==> src/rtl/change_dispenser.sv <==
// Coin change dispenser: pays out an owed amount using greedy 5/2/1 coins over an
// ack handshake, with an ack watchdog that parks the block in JAM until cleared.
module change_dispenser #(
    parameter int ACK_TIMEOUT = 50000,
    parameter int GAP_CYCLES  = 4
) (
    input  logic       clk,
    input  logic       rst,
    input  logic       start,
    input  logic [7:0] amount,
    input  logic       eject_ack,
    input  logic       clear_jam,
    output logic       eject_req,
    output logic [1:0] eject_coin,
    output logic [7:0] remaining,
    output logic [7:0] coins_dispensed,
    output logic       busy,
    output logic       done,
    output logic       jam_error
);

    localparam int TMO_W = $clog2(ACK_TIMEOUT + 1);
    localparam int GAP_W = $clog2(GAP_CYCLES + 1);
    localparam logic [TMO_W-1:0] TMO_LAST = TMO_W'(ACK_TIMEOUT - 1);
    localparam logic [TMO_W-1:0] TMO_ONE  = TMO_W'(1);
    localparam logic [GAP_W-1:0] GAP_LAST = GAP_W'(GAP_CYCLES - 1);
    localparam logic [GAP_W-1:0] GAP_ONE  = GAP_W'(1);

    typedef enum logic [2:0] {
        ST_IDLE    = 3'd0,
        ST_SELECT  = 3'd1,
        ST_REQ     = 3'd2,
        ST_RELEASE = 3'd3,
        ST_GAP     = 3'd4,
        ST_DONE    = 3'd5,
        ST_JAM     = 3'd6
    } state_t;

    function automatic logic [1:0] pick_coin(input logic [7:0] owed);
        logic [1:0] coin;
        if (owed >= 8'd5) begin
            coin = 2'b11;
        end else if (owed >= 8'd2) begin
            coin = 2'b10;
        end else begin
            coin = 2'b01;
        end
        return coin;
    endfunction

    function automatic logic [7:0] coin_value(input logic [1:0] coin);
        logic [7:0] val;
        case (coin)
            2'b01:   val = 8'd1;
            2'b10:   val = 8'd2;
            2'b11:   val = 8'd5;
            default: val = 8'd0;
        endcase
        return val;
    endfunction

    state_t           state_q, state_d;
    logic [TMO_W-1:0] tmo_q, tmo_d;
    logic [GAP_W-1:0] gap_q, gap_d;
    logic [1:0]       coin_q, coin_d;
    logic [7:0]       remaining_q, remaining_d;
    logic [7:0]       coins_q, coins_d;
    logic             done_q, done_d;
    logic             eject_req_q, busy_q, jam_q;

    // Next-state and next-output logic for the dispense sequence.
    always_comb begin
        state_d     = state_q;
        tmo_d       = tmo_q;
        gap_d       = gap_q;
        coin_d      = 2'b00;
        remaining_d = remaining_q;
        coins_d     = coins_q;
        done_d      = 1'b0;
        case (state_q)
            ST_IDLE: begin
                if (start) begin
                    remaining_d = amount;
                    coins_d     = 8'd0;
                    if (amount != 8'd0) begin
                        state_d = ST_SELECT;
                    end else begin
                        done_d = 1'b1;
                    end
                end else begin
                    state_d = ST_IDLE;
                end
            end
            ST_SELECT: begin
                coin_d  = pick_coin(remaining_q);
                tmo_d   = '0;
                state_d = ST_REQ;
            end
            ST_REQ: begin
                if (eject_ack) begin
                    // Greedy choice guarantees remaining >= coin value here.
                    remaining_d = remaining_q - coin_value(coin_q);
                    coins_d     = (coins_q == 8'hFF) ? coins_q : coins_q + 8'd1;
                    tmo_d       = '0;
                    state_d     = ST_RELEASE;
                end else if (tmo_q >= TMO_LAST) begin
                    state_d = ST_JAM;
                end else begin
                    coin_d = coin_q;
                    tmo_d  = tmo_q + TMO_ONE;
                end
            end
            ST_RELEASE: begin
                if (!eject_ack) begin
                    gap_d = '0;
                    if (remaining_q == 8'd0) begin
                        state_d = ST_DONE;
                        done_d  = 1'b1;
                    end else begin
                        state_d = ST_GAP;
                    end
                end else if (tmo_q >= TMO_LAST) begin
                    state_d = ST_JAM;
                end else begin
                    tmo_d = tmo_q + TMO_ONE;
                end
            end
            ST_GAP: begin
                if (gap_q >= GAP_LAST) begin
                    state_d = ST_SELECT;
                end else begin
                    gap_d = gap_q + GAP_ONE;
                end
            end
            ST_DONE: begin
                state_d = ST_IDLE;
            end
            ST_JAM: begin
                if (clear_jam) begin
                    remaining_d = 8'd0;
                    state_d     = ST_IDLE;
                end else begin
                    state_d = ST_JAM;
                end
            end
            default: begin
                state_d = ST_IDLE;
            end
        endcase
    end

    // State, counters and registered outputs.
    always_ff @(posedge clk) begin
        if (rst) begin
            state_q     <= ST_IDLE;
            tmo_q       <= '0;
            gap_q       <= '0;
            coin_q      <= 2'b00;
            remaining_q <= 8'd0;
            coins_q     <= 8'd0;
            done_q      <= 1'b0;
            eject_req_q <= 1'b0;
            busy_q      <= 1'b0;
            jam_q       <= 1'b0;
        end else begin
            state_q     <= state_d;
            tmo_q       <= tmo_d;
            gap_q       <= gap_d;
            coin_q      <= coin_d;
            remaining_q <= remaining_d;
            coins_q     <= coins_d;
            done_q      <= done_d;
            eject_req_q <= (state_d == ST_REQ);
            busy_q      <= (state_d != ST_IDLE);
            jam_q       <= (state_d == ST_JAM);
        end
    end

    assign eject_req       = eject_req_q;
    assign eject_coin      = coin_q;
    assign remaining       = remaining_q;
    assign coins_dispensed = coins_q;
    assign busy            = busy_q;
    assign done            = done_q;
    assign jam_error       = jam_q;

endmodule

==> config.mk <==
export PLATFORM = sky130hd
export DESIGN_NAME = change_dispenser
export DESIGN_NICKNAME = d
export VERILOG_FILES = /design/src/rtl/change_dispenser.sv
export SDC_FILE = /design/constraint.sdc
export NUM_CORES = 1
export LEC_CHECK = 0
export ABC_AREA = 0
export ABC_CLOCK_PERIOD_IN_PS = 2800
export BUFFER_PORTS_ARGS = -buffer_cell sky130_fd_sc_hd__buf_4
export CAP_MARGIN = 10
export CORE_ASPECT_RATIO = 2
export CORE_MARGIN = 2
export CORE_UTILIZATION = 49
export DETAILED_ROUTE_END_ITERATION = 7
export PLACE_DENSITY = 0.7
export SLEW_MARGIN = 20
export SYNTH_ARGS = -nofsm -noshare
export SYNTH_HDL_FRONTEND = slang
export SYNTH_SLANG_ARGS = --single-unit
==> constraint.sdc <==
create_clock -name clk -period 2.8 [get_ports clk]
set_clock_uncertainty 0.2 [all_clocks]
set_input_delay 0.28 -clock clk [delete_from_list [all_inputs] [get_ports clk]]
set_output_delay 0.28 -clock clk [all_outputs]
set_load 0.03 [all_outputs]
==> results.json <==
{
  "ys_types": 60,
  "p_sw_frac": 0.329,
  "arrival_ps": 2540,
  "slew_violations": 0,
  "syn_area_per_cell_um2": 8.23,
  "grt_usage": 0.224,
  "cts_root_buffer": "clkbuf_8",
  "status": "completed",
  "drtPass1Iterations": 4,
  "avgViaCountPerCell": 6.06,
  "synthAdderAreaFrac": 0.0424,
  "internal_power_w": 0.000970,
  "cts-resized-gates": 0,
  "grt_pass1_vias": 2151,
  "post_cts_buffers": 0,
  "r2r_setup_slack_ps": 300,
  "yosys.area.top_type": "dfxtp_1",
  "synth_compound_area_frac": 0.205,
  "yosys.area_share.simple": 0.315,
  "ys_dominant_reg_cell": "dfxtp_1",
  "rows": 37,
  "yosys_warnings": 0,
  "grt_setup_unrepaired": "false",
  "worst_slack_ps": 299,
  "syn_to_final_growth_pct": 15.6,
  "synth_top_area_frac": 0.347,
  "antenna_found_initial": 0,
  "hold_viol": 0,
  "clockBufferDepth": 2,
  "synth_cells": 308,
  "overflow": 0,
  "path_max_fanout": 17,
  "drt-met1-wl_um": 2560,
  "ios": 35,
  "timing.final.crit_period_ps": 2500,
  "fmax_ghz": 0.400,
  "synth_xor_area_frac": 0.0449,
  "pwr-share-seq": 0.481,
  "die_area_um2": 5800,
  "clkPwrFrac": 0.278,
  "p_switching_w": 0.000477,
  "cts_sinks": 44,
  "synth_enable_flop_cells": 0,
  "chipWidth_um": 54.9,
  "grt_start_max_net_pins": 21,
  "routed.top_layer": "met4",
  "async_flop_share": 0,
  "worst_setup_path_end_kind": "flip-flop",
  "setup_violations": 0,
  "globalplace.congestion": 0.884,
  "wl_per_cell_um": 15.0,
  "tightest_slew_ps": 707,
  "clock_latency_ps": 310,
  "finalWirelength_um": 6000,
  "drt_iter0_drc": 126,
  "grt_pass1_wl_um": 9870,
  "dp.cells": 392,
  "ant_nets": 0,
  "htree_levels": 2,
  "syn_area_um2": 2530,
  "stdcell_count": 400,
  "drc": 0,
  "wl_met2_um": 3050,
  "yosys-top-cells-area": "dfxtp_1 35%, nor2_1 5.5%, a21oi_1 4.1%",
  "slew_headroom": 0.529,
  "dp_hpwl_um": 4400,
  "final_nets": 362,
  "num_antenna_cells": 0,
  "cts_hold_buffers": 0,
  "required_ps": 2840,
  "period_share": 0.893,
  "fp.dieH_um": 106,
  "powerDensity_nw_per_um2": 494,
  "cts_tree": "built",
  "p_comb_frac": 0.240,
  "synth_top_family_by_area": "simple AND/OR/NAND/NOR gates",
  "syn_nets": 329,
  "drv_cap": 0,
  "synth_mux_area_frac": 0.00790,
  "io_buffers": 34,
  "hp-class": "input pin to flip-flop",
  "core_um2": 5050,
  "cts_inserted_buffers": 5,
  "power.leakage_nw": 1.09,
  "ir_drop_v": 0.000439,
  "setup_tns_ps": 0,
  "met3_length_um": 294,
  "clkTransAtPathRegs_ps": 90,
  "ys_seq_area_frac": 0.347,
  "drive_gt1_frac": 0.178,
  "start_util": 0.502,
  "yosys_register_bits": 44,
  "vias": 2424,
  "worst-setup-path-type": "flip-flop to flip-flop",
  "pre_cts_ws_ps": 354,
  "startpoint_type": "flip-flop"
}
## final timing paths
| check | startpoint | endpoint | depth (start not counted) |
|---|---|---|---|
| worst min-delay path | amount[1] | remaining[1]$_SDFFE_PP0P_ | 3 |
| worst max register to register | state_q[1]$_SDFF_PP0_ | tmo_q[11]$_SDFFE_PP0P_ | 5 |
| worst max-delay path | state_q[1]$_SDFF_PP0_ | tmo_q[11]$_SDFFE_PP0P_ | 5 |
| worst min register to register | tmo_q[15]$_SDFFE_PP0P_ | tmo_q[15]$_SDFFE_PP0P_ | 2 |
## layer usage
metal | vias to the layer above | GRT usage
met5 | - | 0
met4 | 0 | 0.0839
met3 | 6 | 0.0397
met2 | 65 | 0.339
met1 | 1150 | 0.306
li1 | 1203 | -
## power by group through the flow
| stage | clock [W] | combinational [W] | sequential (W) |
|---|---|---|---|
| 3_3_place_gp | 0 | 0.000341 | 0.000709 |
| 5_1_grt | 0.000435 | 0.000383 | 0.000702 |
| 4_1_cts | 0.000415 | 0.000347 | 0.000696 |
| 6_report | 0.000403 | 0.000348 | 0.000696 |
| 2_1_floorplan | 0 | 0.000220 | 0.000731 |
| 3_5_place_dp | 0 | 0.000345 | 0.000710 |
## sequential cells by signal, summed over array words and instances, names as in the netlist
name,cells
eject_coin,2
remaining,8
state_q,3
eject_req,1
tmo_q,16
busy,1
jam_error,1
coins_dispensed,8
done,1
gap_q,3
## cell usage after synthesis (all sizes together) (7+ instances only)
cell,number
xnor2,7
nor3,8
nor2,37
dfxtp,44
and3,8
a21oi,21
o21ai,10
ha,7
or3,7
nand2,25
inv,12
nor2b,7
nand4,7
nand3,13
clkbuf,10
## worst max-delay path, stage by stage, from the launching register on
cell,delay (ps)
dfxtp_1,650
o21ba_2,240
nand2_1,140
or3_1,500
or4_1,540
a21oi_1,160
## layout by cell type (no fill, tap or decap), types with 4 or more instances in the layout
master	instances
a211oi_1	5
a21oi_1	21
a32o_1	4
and2_1	4
and3_1	7
buf_4	38
clkbuf_8	5
dfxtp_1	44
ha_1	7
inv_1	12
nand2_1	25
nand3_1	13
nand4_1	7
nor2_1	37
nor2b_1	7
nor3_1	7
nor4_1	5
o21ai_0	10
o31ai_1	4
or3_1	4
or4_1	5
xnor2_1	7
xor2_1	6
## kinds of logic after synthesis
kind of cell	Yosys count
muxes	2
DFF	44
buffers and inverters	24
xor gates and xnor gates	13
and+or+nand+nor	145
AOI/OAI and AO/OA	72
adders and majority gates	8
## stage by stage
step | area (um^2) | power, W | util | hold WS [ps]
after floorplan | 2530 | 0.000951 | - | 226
after global placement | 2840 | 0.00105 | 0.564 | 238
after detailed placement | 2840 | 0.00106 | 0.564 | 251
after CTS | 2930 | 0.00146 | 0.581 | 59.7
after global routing | 2930 | 0.00152 | 0.581 | 114
final | 2930 | 0.00145 | 0.581 | 64.2
## final cells by class
type                       instances  area, um^2
fill                             496        2110
multi-input combinational        240        1560
sequential                        44         881
timing repair buffer              38         285
tap                               58        72.6
clock buffer                       5        68.8
inverter                          12        45.0
clock inverter                     3        18.8
(Power assumes the default switching activity.)
